**config.mk**
```make
export PLATFORM = sky130hd
export DESIGN_NAME = instr_fetch
export DESIGN_NICKNAME = d
export VERILOG_FILES = /design/src/rtl/core_pkg.sv /design/src/rtl/instr_fetch.sv
export SDC_FILE = /design/constraint.sdc
export NUM_CORES = 1
export LEC_CHECK = 0
export ABC_AREA = 1
export CORE_ASPECT_RATIO = 0.8
export CORE_MARGIN = 1.5
export CORE_UTILIZATION = 43
export CTS_CLUSTER_SIZE = 12
export DETAILED_ROUTE_END_ITERATION = 8
export PLACE_DENSITY = 0.78
export SKIP_CTS_REPAIR_TIMING = 1
export SYNTH_ARGS = -nofsm -noshare
export SYNTH_HDL_FRONTEND = slang
export SYNTH_SLANG_ARGS = --single-unit
```
**constraint.sdc**
```tcl
create_clock -name clk -period 1.5 [get_ports clk]
set_input_delay 0.225 -clock clk [delete_from_list [all_inputs] [get_ports clk]]
set_output_delay 0.225 -clock clk [all_outputs]
set_load 0.01 [all_outputs]
```
**src/rtl/core_pkg.sv**
```systemverilog
// Shared front-end definitions for the multicycle core: fetch FSM states,
// datapath width and instruction geometry.
package core_pkg;

    localparam int XLEN        = 32;
    localparam int INSTR_BYTES = 4;

    typedef enum logic [1:0] {
        IDLE,
        REQ,
        WAIT,
        DELIVER
    } fetch_state_t;

    function automatic logic word_aligned(input logic [1:0] addr_lsb);
        return addr_lsb == 2'b00;
    endfunction

endpackage

```
**src/rtl/instr_fetch.sv**
```systemverilog
// Instruction fetch initiator: reads one word at PC over req/gnt/rvalid,
// strobes it into the instruction register and advances PC.
module instr_fetch
    import core_pkg::*;
#(
    parameter int              XLEN           = core_pkg::XLEN,
    parameter logic [XLEN-1:0] RESET_PC       = '0,
    parameter int              TIMEOUT_CYCLES = 16
) (
    input  logic            clk,
    input  logic            reset,
    input  logic            fetch_start,
    input  logic            pc_load,
    input  logic [XLEN-1:0] pc_next,
    output logic            mem_req,
    output logic [XLEN-1:0] mem_addr,
    input  logic            mem_gnt,
    input  logic            mem_rvalid,
    input  logic [31:0]     mem_rdata,
    output logic [31:0]     instruction,
    output logic            write_ir,
    output logic [XLEN-1:0] pc,
    output logic            busy,
    output logic            fetch_fault
);

    localparam int               CNT_W    = $clog2(TIMEOUT_CYCLES + 1);
    localparam logic [CNT_W-1:0] CNT_LAST = CNT_W'(TIMEOUT_CYCLES - 1);

    fetch_state_t     state_q, state_d;
    logic [XLEN-1:0]  pc_q, pc_d;
    logic [XLEN-1:0]  addr_q, addr_d;
    logic [31:0]      instr_q, instr_d;
    logic             fault_q, fault_d;
    logic [CNT_W-1:0] cnt_q, cnt_d;

    logic [XLEN-1:0]  fetch_addr;
    logic             fetch_go;
    logic             fetch_misaligned;
    logic             timeout_hit;

    // A redirect in the same cycle as a fetch request steers that fetch.
    always_comb begin
        fetch_addr       = pc_load ? pc_next : pc_q;
        fetch_go         = fetch_start && !fault_q && word_aligned(fetch_addr[1:0]);
        fetch_misaligned = fetch_start && !fault_q && !word_aligned(fetch_addr[1:0]);
        timeout_hit      = !mem_rvalid && (cnt_q == CNT_LAST);
    end

    always_ff @(posedge clk or negedge reset) begin
        if (!reset) begin
            state_q <= IDLE;
        end else begin
            state_q <= state_d;
        end
    end

    always_comb begin
        state_d = state_q;
        case (state_q)
            IDLE:    if (fetch_go) state_d = REQ;
            REQ:     if (mem_gnt) state_d = WAIT;
            WAIT: begin
                if (mem_rvalid) begin
                    state_d = DELIVER;
                end else if (timeout_hit) begin
                    state_d = IDLE;
                end
            end
            DELIVER: state_d = IDLE;
            default: state_d = IDLE;
        endcase
    end

    always_comb begin
        pc_d    = pc_q;
        addr_d  = addr_q;
        instr_d = instr_q;
        fault_d = fault_q;
        cnt_d   = cnt_q;
        case (state_q)
            IDLE: begin
                if (pc_load) begin
                    pc_d    = pc_next;
                    fault_d = 1'b0;
                end
                if (fetch_misaligned) fault_d = 1'b1;
                if (fetch_go)         addr_d  = fetch_addr;
            end
            REQ: begin
                if (mem_gnt) cnt_d = '0;
            end
            WAIT: begin
                if (mem_rvalid) begin
                    instr_d = mem_rdata;
                    pc_d    = addr_q + XLEN'(INSTR_BYTES);
                end else if (timeout_hit) begin
                    fault_d = 1'b1;
                    cnt_d   = '0;
                end else begin
                    cnt_d   = cnt_q + 1'b1;
                end
            end
            default: ;
        endcase
    end

    always_ff @(posedge clk or negedge reset) begin
        if (!reset) begin
            pc_q    <= RESET_PC;
            addr_q  <= '0;
            instr_q <= '0;
            fault_q <= 1'b0;
            cnt_q   <= '0;
        end else begin
            pc_q    <= pc_d;
            addr_q  <= addr_d;
            instr_q <= instr_d;
            fault_q <= fault_d;
            cnt_q   <= cnt_d;
        end
    end

    always_comb begin
        mem_req  = (state_q == REQ);
        write_ir = (state_q == DELIVER);
        busy     = (state_q != IDLE);
    end

    assign mem_addr    = addr_q;
    assign instruction = instr_q;
    assign pc          = pc_q;
    assign fetch_fault = fault_q;

endmodule

```
Word-level counts from Yosys, hierarchy flattened
Index checks and enable logic that the tools add are counted.
Widths: inputs -> output; s select.
{"block": "totals", "regBits": 104, "latchBits": 0, "mem_bits_rw": 0, "romBits": 0, "out_inout_bits": 100, "word_cells": 54, "n_memories": 0}
{"block": "classes", "n_addsub": 2, "multipliers": 0, "n_div": 0, "order_cmp": 0, "n_eq_ne": 11, "shifts": 0, "muxes": 17, "bitwise_logic": 0, "n_reduce_logical": 18}
{"op": "$mux 32", "n": 2}
{"op": "$pmux 32 s2", "n": 1}
{"op": "$add 32x3->32 const B", "n": 1}
{"op": "$mux 5", "n": 3}
{"op": "$pmux 5 s2", "n": 1}
{"op": "$mux 2", "n": 4}
{"op": "$ne 2x2->1 const B", "n": 4}
{"op": "$pmux 2 s4", "n": 1}
{"op": "$ne 3x3->1 const B", "n": 2}
{"op": "$reduce_and 2->1", "n": 3}
{"op": "$reduce_and 3->1", "n": 2}
{"op": "$reduce_bool 2->1", "n": 3}
{"op": "$add 5x1->5 const B", "n": 1}
{"op": "$eq 5x4->1 const B", "n": 1}
{"op": "$eq 2x2->1 const B", "n": 2}
{"op": "$logic_and 1x1->1", "n": 4}
{"op": "$logic_not 2->1", "n": 2}
{"op": "$mux 1", "n": 4}
{"op": "$reduce_and 4->1", "n": 1}
{"op": "$logic_not 1->1", "n": 3}
{"op": "$eq 2x1->1 const B", "n": 1}
{"op": "$ne 2x1->1 const B", "n": 1}
{"op": "$pmux 1 s2", "n": 1}

Longest topological paths before layout
{"block": "depth", "ltp_word": 6, "depth_mapped": 12, "ltp_nobuf": 10}

Least setup slack after synthesis
OpenSTA, ideal clock, no wires.
{"block": "synth_timing", "kind": "reg2reg", "start": "reg addr_q[2] (netlist: mem_addr[2])", "end": "reg pc_q[26] (netlist: pc[26])", "setup_time_ps": 117, "arrival_time_ps": 1516, "required_ps": 1383, "setup_slack_ps": -132, "path_stages_with_launch": 11, "n_path_buf": 0, "synth_period_minus_slack_ps": 1632, "cell_sequence": "dfrtp_1 -> ha_1 -> nand2_1 -> nor2_1 -> nand2_1 -> nor2_2 -> nand2_1 -> nand2_1 -> nand3_1 -> nand2_1 -> nand2_1"}
{"block": "synth_via", "elab_chain_cells": 3}
{"element": "start: declaration", "line": "instr_fetch.sv:32", "text": "logic [XLEN-1:0] addr_q, addr_d;"}
{"element": "start signal: assignment", "line": "instr_fetch.sv:117", "text": "addr_q <= addr_d;"}
{"element": "$add 32x3->32", "line": "instr_fetch.sv:96", "text": "pc_d = addr_q + XLEN'(INSTR_BYTES);"}
{"element": "$mux 32", "line": "instr_fetch.sv:94", "text": "if (mem_rvalid) begin"}
{"element": "$pmux 32 s2", "line": "instr_fetch.sv:81", "text": "case (state_q)"}
{"element": "end signal: assignment", "line": "instr_fetch.sv:116", "text": "pc_q <= pc_d;"}
{"element": "end: declaration", "line": "instr_fetch.sv:31", "text": "logic [XLEN-1:0] pc_q, pc_d;"}
No other way between the ends. The select of a mux whose other input is x is not followed.
A chain may end at the register's enable or synchronous reset.

Worst setup path after layout
{"block": "layout_timing", "start": "reg addr_q[3] (netlist: mem_addr[3])", "end": "reg pc_q[16] (netlist: pc[16])"}
Same word-level chain as after synthesis.

==> run_results.csv <==
group,metric,value,unit
sta,finalSetupViolations,10,
pwr,p_per_area,1890,nW/um2
yosys,syn_area_per_cell,7.35,um2
clock_tree,cts_made_buffers,9,
critical_path,worstSetupPathType,"register to register",
global_route,track_usage,24.0,%
sta,whs,0.404,ns
floorplan,start_util,44.5,%
critical_path,required,1.78,ns
yosys,synthCells,742,
critical_path,crit_fanout,3,
job,cap_violations,0,
floorplan,rows,36,
critical_path,reg2reg_depth,8,
sta,fin_ws,-0.125,ns
detailed_routing,routed_via_density,5.03,
yosys,synth_area,5450,um2
critical_path,reg2reg_slack,-0.12,ns
sta,drv_slew,0,
clock_tree,clkTransAtPathRegs,0.07,ns
global_route,grt_pass1_vias,5261,
sta,timing.fmax,615,MHz
pwr,finalPower,16.6,mW
critical_path,crit-reg2reg-launch,"mem_addr[3]",
clock_tree,tritoncts,"done",
sta,final_hold_viol_count,0,
clock_tree,clk_path_buf_depth,2,
outcome,outcome,"complete, but fails checks",
pwr,p_leak,5.00,nW
clock_tree,htree_levels,3,
clock_tree,cts-root-buf,"clkbuf_16",
critical_path,cp_cell_sequence,"ha_2, nand2_2, nor2_4, nand2_1, buf_4, o21ai_0, nand3_1, a21oi_1",
detailed_routing,routed_wl,17.0,mm
sta,final.setup_skew,0.00718,ns
floorplan,die_h,104,um
yosys,ys_seq_elements,104,
sta,finalCritPeriodShare,108,%
clock_tree,cts.sinks,104,
yosys,yosys_most_used_dff,"dfrtp_1",
cells_and_area,final_nets,1057,
placed_design,detailed_place_hpwl,11.8,mm
floorplan,core,12300,um2
detailed_routing,drtPass1Iterations,5,
critical_path,arrival,1.90,ns
cells_and_area,num_antenna_cells,0,
yosys,synth_cell_types,28,
critical_path,slowest_delay,0.40,ns
floorplan,ios,170,
yosys,syn_nets,814,
sta,worst_slew_pin_slew,0.439,ns
floorplan,die_w,129,um
clock_tree,clock_latency,0.35,ns
cells_and_area,area_growth,60.3,%
sta,rsz0062_at_grt,"true",
placed_design,place_congestion,0.877,
cells_and_area,drive_gt1_share,19.0,%
critical_path,slowest_stage,"dfrtp_1",
critical_path,end_kind,"register",
outcome,violations,"setup timing",
yosys,synth_edf_count,0,
detailed_routing,via_count,5840,
sta,min_period,1.62,ns
floorplan,die_area,13400,um2
yosys,synth.yosys.seq_area_share,47.7,%
critical_path,timing.rr.end,"pc[16]",
global_route,grt_pass1_wl,25.7,mm
yosys,yosysWarnings,0,
detailed_routing,drt_iter0_markers,474,
yosys,async_reset_ff_share,100,%
detailed_routing,route.detailed.drc,0,
worst_hold_path,holdCritPathClass,"input port to asynchronous set/reset pin",
detailed_routing,post_drt_wl_per_cell,14.6,um
detailed_routing,drtAntennaViolNets,0,
global_route,grt_max_degree,72,
placed_design,place_ws,-0.161,ns
sta,max_slew_margin,70.7,%
critical_path,startpoint_type,"register",
global_route,antenna_found_initial,0,
global_route,grt_overflow,0,
pwr,irDropWorstVdd,0.886,mV
placed_design,numPortBuffers,169,
## worst max path at each step
stage / start / end / depth (start not counted)
4_1_cts: state_q[1] / busy / 3
5_1_grt: mem_addr[14] / pc[26] / 10
3_5_place_dp: pc_next[1] / mem_addr[31] / 10
6_report: mem_addr[3] / pc[16] / 8
3_3_place_gp: pc_next[0] / mem_addr[26] / 10
2_1_floorplan: mem_addr[2] / pc[30] / 10
## layer usage
layer  up-vias  part of all wire (%)  track usage [%]
met1      2733                    43             32.7
met4         0                   1.9             4.65
met2       249                    47             38.3
met3        35                   8.9             6.82
met5         -                     0                0
li1       2823                     -                -
## kinds of logic after synthesis
kind of cell               Yosys count  share of synthesized area, %
xor gates and xnor gates             8                          1.29
adders and majority gates            2                         0.459
buffers and inverters               91                          6.93
DFF                                104                          47.7
muxes                               14                          2.57
and+or+nand+nor                    413                          30.1
AOI/OAI and AO/OA                  110                          10.9
## metrics by stage
step | setup TNS, ns | cell area [um2] | util (%) | instances
6_report | -0.522 | 8740 | 71.3 | 1161
5_1_grt | -2.64 | 8740 | 71.3 | 1161
4_1_cts | -4.92 | 8140 | 66.4 | 1139
3_5_place_dp | -3.93 | 7860 | 64.2 | 1123
3_3_place_gp | -2.17 | 7860 | 64.2 | 1123
2_1_floorplan | 0 | 5470 | - | 742
## state kept, by name, indices dropped and copies added, names as in the netlist
| signal | flops |
|---|---|
| pc | 32 |
| state_q | 2 |
| fetch_fault | 1 |
| mem_addr | 32 |
| cnt_q | 5 |
| instruction | 32 |
## layout make-up
type / instances / area, um2
Timing Repair Buffer: 261 / 2740
Sequential cell: 104 / 2620
Clock inverter: 7 / 53.8
Inverter: 62 / 245
Clock buffer: 9 / 225
Multi-Input combinational cell: 547 / 2640
Fill cell: 935 / 3510
Tap cell: 171 / 214
## synth_stat cells (2+ instances only)
master | n | share of area [%]
inv_2 | 9 | 0.62
ha_1 | 2 | 0.46
xnor2_1 | 2 | 0.32
buf_2 | 6 | 0.55
nor2_2 | 3 | 0.34
nor3_1 | 2 | 0.18
o21ai_1 | 37 | 3.4
o21ai_0 | 43 | 3.9
buf_6 | 3 | 0.62
o22ai_1 | 4 | 0.46
nand3_1 | 35 | 3.2
mux2i_1 | 14 | 2.6
nand2_1 | 308 | 21
o21ai_2 | 10 | 1.6
nor2_4 | 3 | 0.62
inv_1 | 52 | 3.6
clkbuf_1 | 19 | 1.3
a21oi_1 | 15 | 1.4
and2_1 | 2 | 0.23
dfrtp_1 | 104 | 48
xor2_1 | 6 | 0.96
nor2_1 | 57 | 3.9
## power by group
part | switching, mW | internal (mW)
registers | 1.10 | 4.16
clock network | 1.10 | 1.14
logic | 4.48 | 4.57
total | 6.67 | 9.88
## cell usage in the layout (no fill, tap or decap), types with 2 or more instances in the layout
cell type        count
nand2_1            296
dfrtp_1             89
dlymetal6s2s_1      84
clkdlybuf4s50_1     82
buf_4               78
inv_1               52
nor2_1              41
o21ai_1             40
o21ai_0             36
nand3_1             33
a21oi_1             15
dfrtp_2             15
mux2i_1             14
o21ai_2             13
nor2_2              12
nand2_2             11
clkbuf_16           11
nor2_4              10
buf_12               9
inv_2                5
inv_4                5
xor2_1               5
o22ai_1              4
inv_6                3
buf_6                3
nand2_4              2
and2_1               2
nor3_1               2
xnor2_1              2
clkinv_2             2
clkinv_4             2
## worst max-delay path, delay by kind of cell, from the launching register on
kind	cells	cell delay (ns)
compound gates	2	0.34
buf+inv	1	0.15
flops	1	0.40
simple gates	4	0.45
fa+ha+maj	1	0.20
Note: power is estimated with default switching activity, not from simulation.
